--- src/rtl/crossing_scheduler.sv ---
`default_nettype none
// ============================================================================
//  Module      : crossing_scheduler
//  Description : Round-robin scheduler for a shared pedestrian crossing.
//                Three request buttons are latched into a pending vector;
//                one owner at a time is granted a crossing made of a single
//                START pulse cycle, CROSS_CYCLES cycles of CROSS and
//                MIN_GAP cycles of GAP before the next crossing can launch.
//
//  Ports       : clock     - single clock, rising edge
//                reset     - synchronous active-high reset
//                req[2:0]  - request buttons, bit i = requester i
//                emergency - override input (XSCHED_EMERGENCY_EN only)
//                start     - one-cycle launch pulse
//                grant[2:0]- one-hot owner of current crossing, 0 if none
//                pending   - latched requests not yet served
//                busy      - high whenever the scheduler is not idle
//
//  Option      : define XSCHED_EMERGENCY_EN to add the emergency input and
//                the HOLD state (abort crossing, resume via GAP).
//
//  Revision    : 1.0  initial release
// ============================================================================
module crossing_scheduler #(
    parameter int unsigned CROSS_CYCLES = 10,
    parameter int unsigned MIN_GAP      = 4
) (
    input  logic       clock,
    input  logic       reset,
    input  logic [2:0] req,
`ifdef XSCHED_EMERGENCY_EN
    input  logic       emergency,
`endif
    output logic       start,
    output logic [2:0] grant,
    output logic [2:0] pending,
    output logic       busy
);

    localparam logic [7:0] c_CROSS_LAST = 8'(CROSS_CYCLES - 1);
    localparam logic [7:0] c_GAP_LAST   = 8'(MIN_GAP - 1);

`ifdef XSCHED_EMERGENCY_EN
    typedef enum logic [2:0] {
        S_IDLE  = 3'd0,
        S_START = 3'd1,
        S_CROSS = 3'd2,
        S_GAP   = 3'd3,
        S_HOLD  = 3'd4
    } state_t;
`else
    typedef enum logic [1:0] {
        S_IDLE  = 2'd0,
        S_START = 2'd1,
        S_CROSS = 2'd2,
        S_GAP   = 2'd3
    } state_t;
`endif

    state_t     r_state;
    logic [2:0] r_pending;
    logic [2:0] r_grant;
    logic       r_start;
    logic       r_busy;
    logic       r_arm;
    logic [1:0] r_rr_ptr;
    logic [7:0] r_cross_cnt;
    logic [7:0] r_gap_cnt;

    logic [2:0] w_pend_set;
    logic [1:0] w_win_idx;
    logic [2:0] w_win_oh;
    logic [1:0] w_next_ptr;

    // First set bit among (a, b, c) in that search order.
    function automatic logic [1:0] f_first(input logic [2:0] p,
                                           input logic [1:0] a,
                                           input logic [1:0] b,
                                           input logic [1:0] c);
        if (p[a]) begin
            return a;
        end else if (p[b]) begin
            return b;
        end else begin
            return c;
        end
    endfunction

    assign w_pend_set = r_pending | req;

    // Round-robin search starting at r_rr_ptr, wrapping modulo 3.
    always_comb begin
        w_win_idx = 2'd0;
        case (r_rr_ptr)
            2'd1:    w_win_idx = f_first(r_pending, 2'd1, 2'd2, 2'd0);
            2'd2:    w_win_idx = f_first(r_pending, 2'd2, 2'd0, 2'd1);
            default: w_win_idx = f_first(r_pending, 2'd0, 2'd1, 2'd2);
        endcase
        w_win_oh   = 3'b001 << w_win_idx;
        w_next_ptr = (w_win_idx == 2'd2) ? 2'd0 : (w_win_idx + 2'd1);
    end

    always_ff @(posedge clock) begin
        if (reset) begin
            r_state     <= S_IDLE;
            r_pending   <= 3'b000;
            r_grant     <= 3'b000;
            r_start     <= 1'b0;
            r_busy      <= 1'b0;
            r_arm       <= 1'b0;
            r_rr_ptr    <= 2'd0;
            r_cross_cnt <= 8'd0;
            r_gap_cnt   <= 8'd0;
        end else begin
            r_pending <= w_pend_set;
            r_start   <= 1'b0;
            r_arm     <= 1'b0;
`ifdef XSCHED_EMERGENCY_EN
            if (emergency) begin
                // Abort whatever is in progress; pending and rr_ptr survive.
                r_state     <= S_HOLD;
                r_grant     <= 3'b000;
                r_busy      <= 1'b1;
                r_cross_cnt <= 8'd0;
                r_gap_cnt   <= 8'd0;
            end else begin
`else
            begin
`endif
                case (r_state)
                    S_IDLE: begin
                        // One qualifying idle cycle with requests waiting
                        // arms the launch; the crossing starts on the next edge.
                        if (r_arm) begin
                            r_state   <= S_START;
                            r_start   <= 1'b1;
                            r_grant   <= w_win_oh;
                            r_busy    <= 1'b1;
                            r_rr_ptr  <= w_next_ptr;
                            // Clearing the winner beats a simultaneous press.
                            r_pending <= w_pend_set & ~w_win_oh;
                        end else begin
                            r_arm <= |r_pending;
                        end
                    end
                    S_START: begin
                        r_state     <= S_CROSS;
                        r_cross_cnt <= 8'd0;
                    end
                    S_CROSS: begin
                        if (r_cross_cnt == c_CROSS_LAST) begin
                            r_state   <= S_GAP;
                            r_grant   <= 3'b000;
                            r_gap_cnt <= 8'd0;
                        end else begin
                            r_cross_cnt <= r_cross_cnt + 8'd1;
                        end
                    end
                    S_GAP: begin
                        if (r_gap_cnt == c_GAP_LAST) begin
                            r_state <= S_IDLE;
                            r_busy  <= 1'b0;
                        end else begin
                            r_gap_cnt <= r_gap_cnt + 8'd1;
                        end
                    end
`ifdef XSCHED_EMERGENCY_EN
                    S_HOLD: begin
                        // Emergency has cleared: always pass through a full gap.
                        r_state   <= S_GAP;
                        r_gap_cnt <= 8'd0;
                    end
`endif
                    default: begin
                        r_state <= S_IDLE;
                        r_grant <= 3'b000;
                        r_busy  <= 1'b0;
                    end
                endcase
            end
        end
    end

    assign start   = r_start;
    assign grant   = r_grant;
    assign pending = r_pending;
    assign busy    = r_busy;

endmodule
`default_nettype wire

--- config.mk ---
export PLATFORM = sky130hd
export DESIGN_NAME = crossing_scheduler
export DESIGN_NICKNAME = d
export VERILOG_FILES = /design/src/rtl/crossing_scheduler.sv
export SDC_FILE = /design/constraint.sdc
export NUM_CORES = 1
export LEC_CHECK = 0
export BUFFER_PORTS_ARGS = -buffer_cell sky130_fd_sc_hd__buf_2
export CORE_MARGIN = 2
export CORE_UTILIZATION = 55
export CTS_CLUSTER_DIAMETER = 150
export CTS_CLUSTER_SIZE = 16
export DETAILED_ROUTE_END_ITERATION = 16
export HOLD_SLACK_MARGIN = 0.12
export PLACE_DENSITY = 0.85
export REMOVE_ABC_BUFFERS = 1
export SLEW_MARGIN = 20
export SYNTH_ARGS = -nofsm -noshare
export SYNTH_HDL_FRONTEND = slang
export SYNTH_SLANG_ARGS = --single-unit
--- constraint.sdc ---
create_clock -name clock -period 3.8 [get_ports clock]
set_clock_uncertainty 0.15 [all_clocks]
set_input_delay 0.19 -clock clock [delete_from_list [all_inputs] [get_ports clock]]
set_output_delay 0.19 -clock clock [all_outputs]
set_load 0.02 [all_outputs]
Word level (Yosys, flattened, before mapping)
Index checks and enable logic that the tools add are counted.

Output and inout bits: 8. Word-level logic and storage cells: 70. Register bits: 29.

Multiplexer cells: 26. Equality and inequality tests: 13. Shift operators: 1. Reduce and logical (&&, ||, !) cells: 14. Bitwise logic cells: 4. Add/subtract/negate cells: 3.

Operator list (number): one-hot mux 8 bit (2 select lines) (2); 2-to-1 mux 8 bit (3); 2-to-1 mux 2 bit (9); adder 8 x 1 -> 8 bit (second input constant) (2); 2-to-1 mux 3 bit (4); AND reduction 3 bit (4); inequality test 2 bit (second input constant) (5); equality test 2 bit (second input constant) (4); equality test 8 x 2 -> 1 bit (second input constant) (1); equality test 8 x 4 -> 1 bit (second input constant) (1); one-hot mux 2 bit (4 select lines) (1); nonzero test 2 bit (4); one-hot mux 3 bit (2 select lines) (1); OR reduction 3 bit (2); equality test 2 x 1 -> 1 bit (second input constant) (2); 2-to-1 mux 1 bit (4); one-hot mux 2 bit (2 select lines) (1); AND reduction 2 bit (2); AND 3 bit (1); NOT 3 bit (1); bitwise OR 3 bit (1); left shift 1 x 2 -> 3 bit (first input constant) (1); adder 2 x 1 -> 2 bit (second input constant) (1); logical NOT 2 bit (1); other kinds (3) (3).

Longest topological paths before layout
Gate-level depths: netlist of the first run.

Depth in word-level cells: 8. Gate-level depth with buffers: 7. Depth with buffers taken out: 6.

Least setup slack after synthesis of the first run
Ideal clock, no wire load.

Path type: register to register. Start: register r_state[0]. End: register r_gap_cnt[6]. Data required time: 3576 ps. Period minus slack after synthesis: 1815 ps. Data arrival time: 1590 ps. Cell stages (with the launch flop): 8. Buffers on the path: 1. Slack: 1985 ps. Path through: dfxtp_1 > inv_1 > ha_1 > buf_2 > inv_1 > a21oi_2 > or4_1 > a31oi_1.

Cells in the longest elaborated chain, start to end: 3. Elaborated cells between the ends (all ways): 7. Classes of those cells: eq/ne (4); mux (1); reduce/logical (2).

Ends and longest elaborated chain: start, declared (line 60) `state_t r_state;`; start signal, assigned (line 105) `r_state <= S_IDLE;`; start signal, assigned (line 135) `r_state <= S_START;`; start signal, assigned (line 147) `r_state <= S_CROSS;`; equality test 2 bit (line 130) `case (r_state)`; inequality test 2 bit (no source line) / nonzero test 2 bit (equally long branches); AND reduction 3 bit (no source line); end signal, assigned (line 164) `r_gap_cnt <= r_gap_cnt + 8'd1;`; end, declared (line 68) `logic [7:0] r_gap_cnt;`.

Parallel ways exist; a longest one is shown, timed or not. A chain may end at the register's enable or synchronous reset.

Worst setup path after layout of the first run
Start: register r_rr_ptr[0]. End: register r_pending[2], in the netlist pending[2].

Cells in the longest elaborated chain, start to end: 7. Elaborated cells between the ends (all ways): 8. Classes of those cells: eq/ne (2); shift (1); mux (3); bitwise (2).

Ends and longest elaborated chain: start, declared (line 66) `logic [1:0] r_rr_ptr;`; start signal, assigned (line 139) `r_rr_ptr <= w_next_ptr;`; equality test 2 bit / equality test 2 x 1 -> 1 bit (equally long branches) (line 94) `case (r_rr_ptr)`; one-hot mux 2 bit (2 select lines) (*) (line 94); left shift 1 x 2 -> 3 bit (*) (line 99) `w_win_oh = 3'b001 << w_win_idx;`; NOT 3 bit (*) (line 141) `r_pending <= w_pend_set & ~w_win_oh;`; AND 3 bit (*) (line 141); 2-to-1 mux 3 bit (*) (line 134) `if (r_arm) begin`; 2-to-1 mux 3 bit (*) (line 130); end signal, assigned (line 115) `r_pending <= w_pend_set;`; end signal, assigned (line 141); end, declared (line 61) `logic [2:0] r_pending;`.

Every way passes the cells marked *; elsewhere a longest branch is shown, timed or not.

==> results of run 1 <==
[worst max-delay path by stage]
| stage | startpoint | end | slack (ns) | depth (start not counted) |
|---|---|---|---|---|
| after global routing | r_rr_ptr[0] | pending[2] | 1.13 | 7 |
| after floorplan | r_state[0] | r_gap_cnt[2] | 1.99 | 6 |
| after global placement | r_state[0] | r_gap_cnt[2] | 1.86 | 5 |
| final | r_rr_ptr[0] | pending[2] | 1.21 | 7 |
| after CTS | r_rr_ptr[0] | pending[2] | 1.22 | 7 |
| after detailed placement | r_state[0] | r_gap_cnt[2] | 1.78 | 5 |
[sequential cells by signal, indices dropped and copies added, names as in the netlist]
name	cells
busy	1
r_cross_cnt	8
r_state	2
pending	3
start	1
r_arm	1
grant	3
r_gap_cnt	8
r_rr_ptr	2
[kinds of logic (layout without fill, tap and decap cells)]
family                     after synthesis  in the layout  synth area share [%]
DFF                                     29             29                  37.9
adders and majority gates                9              9                  7.35
buffers and inverters                   14             35                  4.00
muxes                                    2              2                  1.39
xor gates and xnor gates                 4              4                  2.29
AOI/OAI and AO/OA                       48             48                  21.6
and+or+nand+nor                         64             64                  25.5
[power by group through the flow]
stage	Clock (mW)	Sequential (mW)	Combinational, mW
3_5_place_dp	0	0.387	0.288
3_3_place_gp	0	0.383	0.274
5_1_grt	0.331	0.387	0.332
2_1_floorplan	0	0.397	0.201
4_1_cts	0.318	0.380	0.295
6_report	0.313	0.382	0.298
[per-layer routing]
metal | track usage, % | share of wire [%]
met1 | 27.4 | 45
met2 | 38.5 | 50
met3 | 4.84 | 4.4
met4 | 8.64 | 1.1
met5 | 0 | 0
[area by class of cell]
cell class	count	area, um2	area share, %
Timing Repair Buffer	17	110	6.25
Clock inverter	3	65.1	3.70
Sequential cell	29	581	33.0
Inverter	10	37.5	2.13
Clock buffer	5	37.5	2.13
Multi-Input combinational cell	127	891	50.6
Tap cell	31	38.8	2.20
[what timing repair did]
| action | in CTS | in global routing |
|---|---|---|
| hold buffers | 5 | 0 |
| hold endpoints to repair | 11 | 0 |
| setup endpoints to repair | 0 | 0 |
[synthesized netlist by cell type, drive strengths merged, types with 2 or more instances]
library cell / number / area [um2]
and3: 5 / 32.5
ha: 9 / 113
nor3: 3 / 26.3
a31oi: 3 / 25.0
a311oi: 2 / 17.5
xor2: 4 / 35.0
nor4: 2 / 12.5
nor2: 10 / 37.5
buf: 2 / 16.3
inv: 9 / 33.8
o21ai: 9 / 45.0
nand3: 3 / 15.0
nand2: 13 / 48.8
nand4: 2 / 12.5
a211oi: 4 / 30.0
nor4b: 3 / 26.3
a22o: 2 / 17.5
o2111ai: 3 / 26.3
clkbuf: 2 / 7.51
o31ai: 2 / 15.0
nor2b: 3 / 18.8
dfxtp: 29 / 581
a21oi: 15 / 78.8
or4: 3 / 22.5
and3b: 3 / 26.3
a21o: 2 / 15.0
or3: 8 / 50.1
[layout by cell type (no fill, tap or decap), types with 3 or more instances in the layout]
cell	n
o2111ai_1	3
a211oi_1	4
o21ai_0	9
buf_2	12
and3b_1	3
dfxtp_1	29
nor2_1	10
nor2b_1	3
nand2_1	13
a21oi_1	14
clkbuf_4	5
and3_1	4
nand3_1	3
ha_1	9
or4_1	3
dlygate4sd3_1	5
nor4b_1	3
xor2_1	4
inv_1	9
or3_1	8
[stage by stage]
step                      utilization (%)  std cells  hold slack, ns  total power, mW  area [um2]
after floorplan                         -        166           0.109            0.598        1510
after global placement               59.3        209           0.263            0.657        1610
after detailed placement             59.3        209           0.268            0.675        1610
after CTS                            65.0        222           0.331            0.994        1760
after global routing                 65.0        222           0.349             1.05        1760
final                                65.0        222           0.324            0.994        1760
==> summary.md, run 1 <==
| Metric | Value |
|---|---|
| Die H | `56.8 um` |
| Final RePlAce weighted congestion | `0.861` |
| Lkg Pwr | `0.685 nW` |
| Clk slew on worst S/H paths | `0.10 ns` |
| Combinational share of power | `30.0%` |
| Nets | `204` |
| Worst hold path type | `reg2reg` |
| First-pass GRT wire length | `5750 um` |
| Final wirelength | `3310 um` |
| Wire length per cell | `14.9 um` |
| Sw frac | `33.1%` |
| Yosys reg bits | `29` |
| Max cap viols | `0` |
| Slew Viols, Final | `0` |
| Reg2Reg Launch Point | `r_rr_ptr[0]` |
| CTS sink count | `29` |
| Crit path max-delay cell type | `dlygate4sd3_1` |
| P_sw | `0.329 mW` |
| CTS Root Cell | `clkbuf_4` |
| Syn avg cell area | `9.02 um2` |
| Post-Place Worst Slack | `1.78 ns` |
| CTS H-tree depth | `2` |
| Worst Setup Start Kind | `flop` |
| Number of antenna violations at the first check in global routing | `0` |
| R2r worst-path depth | `7` |
| Final min period | `2.59 ns` |
| Share of layout cells above drive strength 1 | `14.7%` |
| Cells after synthesis | `170` |
| N_diodes | `0` |
| DR vias/cell | `6.28` |
| Synth cell types | `47` |
| Kind of critical path | `reg2reg` |
| VDD IR max | `412 uV` |
| Register-to-register setup slack | `1.21 ns` |
| Worst setup margin | `1.21 ns` |
| Worst Setup End Kind | `flop` |
| Primary FF master, synth | `dfxtp_1` |
| Max clock buf depth | `2` |
| Worst path cell trace | `inv_1 -> ha_1 -> nor4bb_1 -> a211oi_1 -> nor4_1 -> a311oi_1 -> dlygate4sd3_1` |
| Largest net degree at the start of global routing | `13` |
| Hold Crit Start | `grant[0]` |
| Synth Warn # | `0` |
| Starting Density | `56.6%` |
| Clk_lat worst skew | `0.32 ns` |
| Postcts setup bufs | `0` |
| Least-Margin Pin Slew | `0.572 ns` |
| Reg-to-reg endpoint | `pending[2]` |
| Synthesis-to-finish area growth | `14.9%` |
| Crit path max fanout | `6` |
| First-pass DRT Iterations | `4` |
| DRC errors left | `0` |
| Clk pwr share | `31.5%` |
| TritonCTS buffer count | `5` |
| Via count | `1394` |
| DRT antenna net count | `0` |
| IO buf count | `12` |
| Max Freq | `0.386 GHz` |
| TNS Setup | `0 ns` |
| Worst EP arrival | `2.66 ns` |
| Num rows | `19` |
| Core Area | `2710 um2` |
| Iteration-0 DRC Markers | `46` |
| WP buf/inv | `2` |
| Register share of total power | `38.4%` |
| Req. time, crit path | `3.87 ns` |
| Hold Vio Cnt, Final | `0` |
| Ports | `13` |
| WHS Path Cells | `1` |
| Congestion Overflow GR | `0` |
| Crit-path max cell delay | `0.57 ns` |
| Final setup viols | `0` |
| GRT Util Overall | `22.5%` |
| Number of global-route vias before repair | `1353` |
| Sequential fraction of the synthesis area | `37.9%` |
| Post-CTS sizing | `0` |
| Number of synthesized flops with an enable pin | `0` |
| Clock tree from TritonCTS | `yes` |
| RSZ-0062 raised after global routing | `false` |
| Worst slew margin | `61.5%` |
| DIE WIDTH | `56.8 um` |
| Final HPWL DP | `2410 um` |
| Status | `complete, no violations` |
| Mapped Area | `1530 um2` |
| Hold EP | `grant[0]` |
| Int Pwr | `0.665 mW` |
| Die area | `3230 um2` |
| Final Cycle Share | `68.2%` |
| Delay-heaviest family, CP | `simple AND/OR/NAND/NOR gates` |
| Ys async rst share | `0%` |
| Power per cell area | `565 nW/um2` |
| Fillers | `225` |
No activity file was read; power rests on OpenSTA's default activity.
==> run 2: changes to the inputs <==
- ABC_AREA: default -> 1
- CORE_UTILIZATION: 55 -> 53
- PLACE_DENSITY: 0.85 -> 0.86
- clock period: 3.8 -> 2.3 ns (I/O delays scaled with it)
==> summary.md, run 2 <==
| Metric | Value |
|---|---|
| Hold Crit Start | `busy` |
| CTS H-tree depth | `2 (unchanged)` |
| Sequential fraction of the synthesis area | `35.6% (-2.3 points)` |
| Clock tree from TritonCTS | `yes` |
| Worst EP arrival | `1.81 ns (-0.85 ns)` |
| First-pass DRT Iterations | `5 (+1)` |
| Critical path depth | `6 (-1)` |
| Largest net degree at the start of global routing | `22 (+9)` |
| N_diodes | `0 (unchanged)` |
| Most numerous cell in the Yosys netlist | `nand2_1` |
| R2r worst-path depth | `6 (-1)` |
| Max clock buf depth | `2 (unchanged)` |
| Worst slew margin | `73.4% (+12 points)` |
| Iteration-0 DRC Markers | `86 (+87%)` |
| Yosys reg bits | `29 (unchanged)` |
| Crit path max fanout | `21 (+15)` |
| Number of global-route vias before repair | `1350 (-0.22%)` |
| Utilization after layout | `61.6% (-3.4 points)` |
| Post-Place Worst Slack | `0.611 ns (-1.17 ns)` |
| Multi-input gate area | `892 um2 (+0.14%)` |
| Most used cell, CP | `dlygate4sd3_1` |
| Ports | `13 (unchanged)` |
| Clk_lat worst skew | `0.33 ns (about the same)` |
| TNS Setup | `0 ns (unchanged)` |
| Syn avg cell area | `6.55 um2 (-27%)` |
| Die area | `3540 um2 (+9.6%)` |
| Delay-heaviest family, CP | `buffers and inverters` |
| CTS Root Cell | `clkbuf_4` |
| Synth cell types | `24 (-49%)` |
| Post-CTS sizing | `0 (unchanged)` |
| Max Freq | `0.581 GHz` |
| Crit path max-delay cell type | `dlygate4sd3_1` |
| Core Area | `2980 um2 (+9.9%)` |
| TritonCTS buffer count | `5 (unchanged)` |
| GRT Util Overall | `20.7% (-1.8 points)` |
| Crit-path max cell delay | `0.59 ns (+0.02 ns)` |
| Worst path cell trace | `dlygate4sd3_1 -> buf_2 -> nor2_1 -> dlygate4sd3_1 -> nand2_1 -> inv_1` |
| RSZ-0062 raised after global routing | `false` |
| First-pass GRT wire length | `5590 um (-2.9%)` |
| Die H | `59.5 um (+4.7%)` |
| Final wirelength | `3200 um (-3.4%)` |
| Worst Setup Start Kind | `input port` |
| Worst setup margin | `0.580 ns (-0.627 ns)` |
| Dominant cell type by area after synthesis | `dfxtp_1` |
| Worst hold path type | `reg2reg` |
| Least-Margin Pin Slew | `0.400 ns (-0.172 ns)` |
| Kind of critical path | `in2reg` |
| Mapped Area | `1630 um2 (+6.4%)` |
| Crit path from | `reset` |
| IO buf count | `12 (unchanged)` |
| Lkg Pwr | `0.860 nW (+26%)` |
| Via count | `1553 (+11%)` |
| Reg2Reg Launch Point | `r_cross_cnt[0]` |
| Commonest non-fill, non-tap cells in the layout | `74 x nand2_1, 39 x inv_1, 32 x nor2_1` |
| DRC errors left | `0 (unchanged)` |
| Synth Warn # | `0 (unchanged)` |
| Number of synthesized flops with an enable pin | `0 (unchanged)` |
| Starting Density | `54.7% (-1.8 points)` |
| VDD IR max | `537 uV (+30%)` |
| Num rows | `20 (+1)` |
| Req. time, crit path | `2.39 ns (-1.48 ns)` |
| WP buf/inv | `4 (+2)` |
| Critical Path End | `pending[0]` |
| Commonest non-fill, non-tap cell in the layout | `nand2_1` |
| CTS sink count | `29 (unchanged)` |
| Final min period | `1.72 ns` |
| Final HPWL DP | `2330 um (-3.1%)` |
| Top flop regs | `r_cross_cnt: 8 flops, r_gap_cnt: 8 flops` |
| Wire length per cell | `10.5 um (-30%)` |
| Max cap viols | `0 (unchanged)` |
| Reg-to-reg endpoint | `r_gap_cnt[0]` |
| DR vias/cell | `5.08 (-19%)` |
| Register area | `581 um2 (unchanged)` |
| Worst Setup End Kind | `flop` |
| Congestion Overflow GR | `0 (unchanged)` |
| Final Cycle Share | `74.8%` |
| Clk slew on worst S/H paths | `0.09 ns (about the same)` |
| Share of layout cells above drive strength 1 | `9.16% (-5.5 points)` |
| Final RePlAce weighted congestion | `0.848 (-1.5%)` |
| Ys async rst share | `0% (unchanged)` |
| Register-to-register setup slack | `0.59 ns (-0.62 ns)` |
| Synthesis-to-finish area growth | `12.4%` |
| Most common library cells after synthesis | `74 x nand2_1, 39 x inv_1, 32 x nor2_1` |
| Fillers | `287 (+28%)` |
| Slew Viols, Final | `0 (unchanged)` |
| Nets | `286 (+40%)` |
| Hold Vio Cnt, Final | `0 (unchanged)` |
| Cells after synthesis | `249 (+46%)` |
| DRT antenna net count | `0 (unchanged)` |
| Primary FF master, synth | `dfxtp_1` |
| Post-synth top area share | `35.6% (-2.3 points)` |
| Area contributors post-synth | `dfxtp_1 36%, nand2_1 17%, inv_1 9.0%` |
| Power per cell area | `801 nW/um2 (+42%)` |
| Final setup viols | `0 (unchanged)` |
| Status | `complete, no violations` |
| Number of antenna violations at the first check in global routing | `0 (unchanged)` |
| DIE WIDTH | `59.5 um (+4.7%)` |
-- run 2: changes by cell type after synthesis, moves of 4 or more --
cell / previous run / this run
inv_1: 9 / 39
nor2_1: 10 / 32
and3_1: 4 / 0
nand2_1: 13 / 74
o21ai_0: 9 / 2
a211oi_1: 4 / 0
a21oi_1: 14 / 21
nand3_1: 3 / 24
or3_1: 8 / 0
-- run 2: worst reg2reg max path: cells and delay by family (launching register included) --
kind / cells / cell delay (ns)
AO/OA/AOI/OAI: 2 / 0.47
flip-flops: 1 / 0.42
AND/OR/NAND/NOR: 3 / 0.39
adder cells (fa/ha/maj): 1 / 0.19
-- run 2: cell type report --
class | count | share of cell area [%]
clock buffer | 8 | 2.66
inverter | 40 | 8.19
multi-input combinational | 178 | 48.7
sequential | 29 | 31.7
tap | 33 | 2.25
timing repair buffer | 18 | 6.55
-- run 2: metal layers --
layer,part of all wire [%],GRT usage [%],vias to the layer above
li1,-,-,823
met1,47,26.3,697
met2,48,32.2,27
met3,3.9,6.55,6
met4,1.6,8.77,0
met5,0,0,-
-- run 2: kinds of logic (layout without fill, tap and decap cells) --
kind of cell	after synthesis	after routing	synth area share, %
and+or+nand+nor	137	137	35.7
buffers and inverters	42	66	9.67
AOI/OAI and AO/OA	29	29	10.5
DFF	29	29	35.6
adders and majority gates	9	9	6.91
xor gates and xnor gates	3	3	1.61
-- run 2: worst min-delay path by stage --
stage                     slack (ns)        endpoint  depth (start not counted)
after floorplan                 0.03    r_gap_cnt[2]                          1
after global placement          0.26      pending[1]                          5
after detailed placement        0.27      pending[0]                          5
after CTS                       0.32  r_cross_cnt[5]                          2
after global routing            0.35            busy                          2
final                           0.32            busy                          2
-- run 2: power by group --
part | internal (mW) | switching [mW]
clock | 0.122 | 0.168
sequential | 0.571 | 0.0532
combinational | 0.189 | 0.365
-- run 2: what timing repair did --
| item | 4_1_cts | 5_1_grt |
|---|---|---|
| hold endpoints to repair | 20 | 0 |
| buffers inserted | 0 | 0 |
| hold buffers | 6 | 0 |
| endpoints found under the setup margin | 0 | 0 |
-- run 2: stage by stage --
stage | area [um2] | std cells | power (mW) | hold slack [ns]
floorplan | 1620 | 247 | 1.05 | 0.0274
global placement | 1720 | 292 | 1.16 | 0.262
detailed placement | 1720 | 292 | 1.18 | 0.268
CTS | 1830 | 306 | 1.48 | 0.320
global route | 1830 | 306 | 1.60 | 0.346
finish | 1830 | 306 | 1.47 | 0.318
==> run 3: changes to the inputs <==
- CORE_UTILIZATION: 53 -> 55
- PLACE_DENSITY: 0.86 -> 0.85
- clock period: 2.3 -> 1.74 ns (I/O delays scaled with it)
==> summary.md, run 3 (synthesized netlist as in run 2, its figures left out) <==
| Metric | Value |
|---|---|
| Status | `complete, no violations` |
| Via count | `1542 (-0.71%)` |
| Final min period | `1.64 ns` |
| CTS Root Cell | `clkbuf_4` |
| DR vias/cell | `4.99 (-1.7%)` |
| TNS Setup | `0 ns (unchanged)` |
| Placed Area | `1740 um2 (+0.73%)` |
| Hold Vio Cnt, Final | `0 (unchanged)` |
| First-pass DRT Iterations | `4 (-1)` |
| Number of cells after detailed placement | `292 (unchanged)` |
| Worst path cell trace | `inv_1 -> ha_1 -> nand3_2 -> o21ai_4 -> buf_4 -> nand3_4 -> a21oi_1 -> nor2_1` |
| N_diodes | `0 (unchanged)` |
| Largest net degree at the start of global routing | `21 (-4.5%)` |
| DIE WIDTH | `58.4 um (-1.7%)` |
| Wire length per cell | `10.8 um (+3.3%)` |
| CTS H-tree depth | `2 (unchanged)` |
| WHS Path Cells | `2 (unchanged)` |
| Die area | `3420 um2 (-3.4%)` |
| Register-to-register setup slack | `0.10 ns (-0.49 ns)` |
| Final HPWL DP | `2390 um (+2.4%)` |
| Nets | `291 (+1.7%)` |
| DRT antenna net count | `0 (unchanged)` |
| Max Freq | `0.610 GHz` |
| Design Power | `2.04 mW (+39%)` |
| Req. time, crit path | `1.82 ns (-0.57 ns)` |
| Power per cell area | `1070 nW/um2 (+34%)` |
| First-pass GRT wire length | `5730 um (+2.6%)` |
| Worst Setup Start Kind | `flop` |
| Number of global-route vias before repair | `1431 (+6.0%)` |
| Die H | `58.4 um (-1.7%)` |
| Clk_lat worst skew | `0.33 ns (about the same)` |
| Max cap viols | `0 (unchanged)` |
| Kind of critical path | `reg2reg` |
| Worst hold path type | `reg2reg` |
| Top flop regs | `r_cross_cnt: 8 flops, r_gap_cnt: 8 flops` |
| CTS sink count | `29 (unchanged)` |
| GRT Util Overall | `21.9% (+1.1 points)` |
| Num rows | `19 (-5.0%)` |
| Commonest non-fill, non-tap cell in the layout | `nand2_1` |
| Crit path max fanout | `9 (-57%)` |
| Core Area | `2780 um2 (-6.6%)` |
| Number of antenna violations at the first check in global routing | `0 (unchanged)` |
| Final Cycle Share | `94.2%` |
| Reg-to-reg endpoint | `r_gap_cnt[0]` |
| Lkg Pwr | `0.885 nW (+2.9%)` |
| Clk slew on worst S/H paths | `0.09 ns (about the same)` |
| Max clock buf depth | `2 (unchanged)` |
| TritonCTS buffer count | `5 (unchanged)` |
| Final RePlAce weighted congestion | `0.843 (-0.66%)` |
| Slew Viols, Final | `0 (unchanged)` |
| Congestion Overflow GR | `0 (unchanged)` |
| Iteration-0 DRC Markers | `68 (-21%)` |
| Worst slew margin | `81.8% (+8.5 points)` |
| WHS | `0.322 ns (+0.00439 ns)` |
| VDD IR max | `723 uV (+34%)` |
| Share of layout cells above drive strength 1 | `14.4% (+5.2 points)` |
| Ports | `13 (unchanged)` |
| Commonest non-fill, non-tap cells in the layout | `72 x nand2_1, 39 x inv_1, 31 x nor2_1` |
| Clock tree from TritonCTS | `yes` |
| WP buf/inv | `2 (-2)` |
| Worst Setup End Kind | `flop` |
| Least-Margin Pin Slew | `0.272 ns (-0.128 ns)` |
| Reg2Reg Launch Point | `r_cross_cnt[1]` |
| Final wirelength | `3340 um (+4.3%)` |
| Crit path max-delay cell type | `dfxtp_1` |
| Worst setup margin | `0.101 ns (-0.479 ns)` |
| Hold EP | `grant[2]` |
| Post-Place Worst Slack | `-0.0118 ns (-0.623 ns)` |
| Delay-heaviest family, CP | `flip-flops` |
| Final instance area | `1900 um2 (+3.8%)` |
| Cell Count, Final, Fillers Out | `309 (+0.98%)` |
| Fillers | `242 (-16%)` |
| Starting Density | `58.6% (+3.9 points)` |
| R2r worst-path depth | `8 (+2)` |
| Utilization after layout | `68.4% (+6.9 points)` |
| Final setup viols | `0 (unchanged)` |
| Worst EP arrival | `1.71 ns (-0.10 ns)` |
| Synthesis-to-finish area growth | `16.7%` |
| Crit-path max cell delay | `0.34 ns (-0.25 ns)` |
| DRC errors left | `0 (unchanged)` |
| IO buf count | `12 (unchanged)` |
| Hold Crit Start | `grant[2]` |
[run 3: final cells by class]
cell class | instances | area, um2 | share of cell area [%]
clock buffer | 8 | 48.8 | 2.56
tap | 31 | 38.8 | 2.04
inverter | 40 | 150 | 7.89
sequential | 29 | 583 | 30.6
timing repair buffer | 23 | 155 | 8.15
multi-input combinational | 178 | 927 | 48.7
[run 3: worst max-delay path by stage]
stage                    from             end  slack (ns)  depth (start not counted)
2_1_floorplan     r_rr_ptr[0]      pending[0]        0.21                          8
3_3_place_gp   r_cross_cnt[0]    r_gap_cnt[0]        0.03                          6
3_5_place_dp   r_cross_cnt[0]    r_gap_cnt[0]       -0.01                          6
4_1_cts        r_cross_cnt[0]  r_cross_cnt[3]        0.02                          7
5_1_grt        r_cross_cnt[1]    r_gap_cnt[3]       -0.02                          9
6_report       r_cross_cnt[1]    r_gap_cnt[0]        0.10                          8
[run 3: worst min-delay path, cell delays in order, from the launching register on]
cell and delay [ns]:
dfxtp_1 0.32, nand2_1 0.06, a21oi_1 0.05
[run 3: routing by layer]
layer | track usage (%) | vias up | wire length [um]
met5 | 0 | - | 0
met4 | 7.64 | 0 | 31
met3 | 6.81 | 4 | 118
met2 | 36.6 | 19 | 1610
met1 | 26.4 | 682 | 1580
li1 | - | 837 | -
[run 3: power by group]
part	internal [mW]	switching, mW
combinational	0.311	0.516
sequential	0.758	0.0718
clock	0.161	0.219
[run 3: repair_timing]
action,4_1_cts,5_1_grt
endpoints found under the setup margin,1,22
hold buffers,5,0
gates resized for setup,1,10
endpoints found under the hold margin,26,0
setup buffers,0,4
pin swaps,1,2
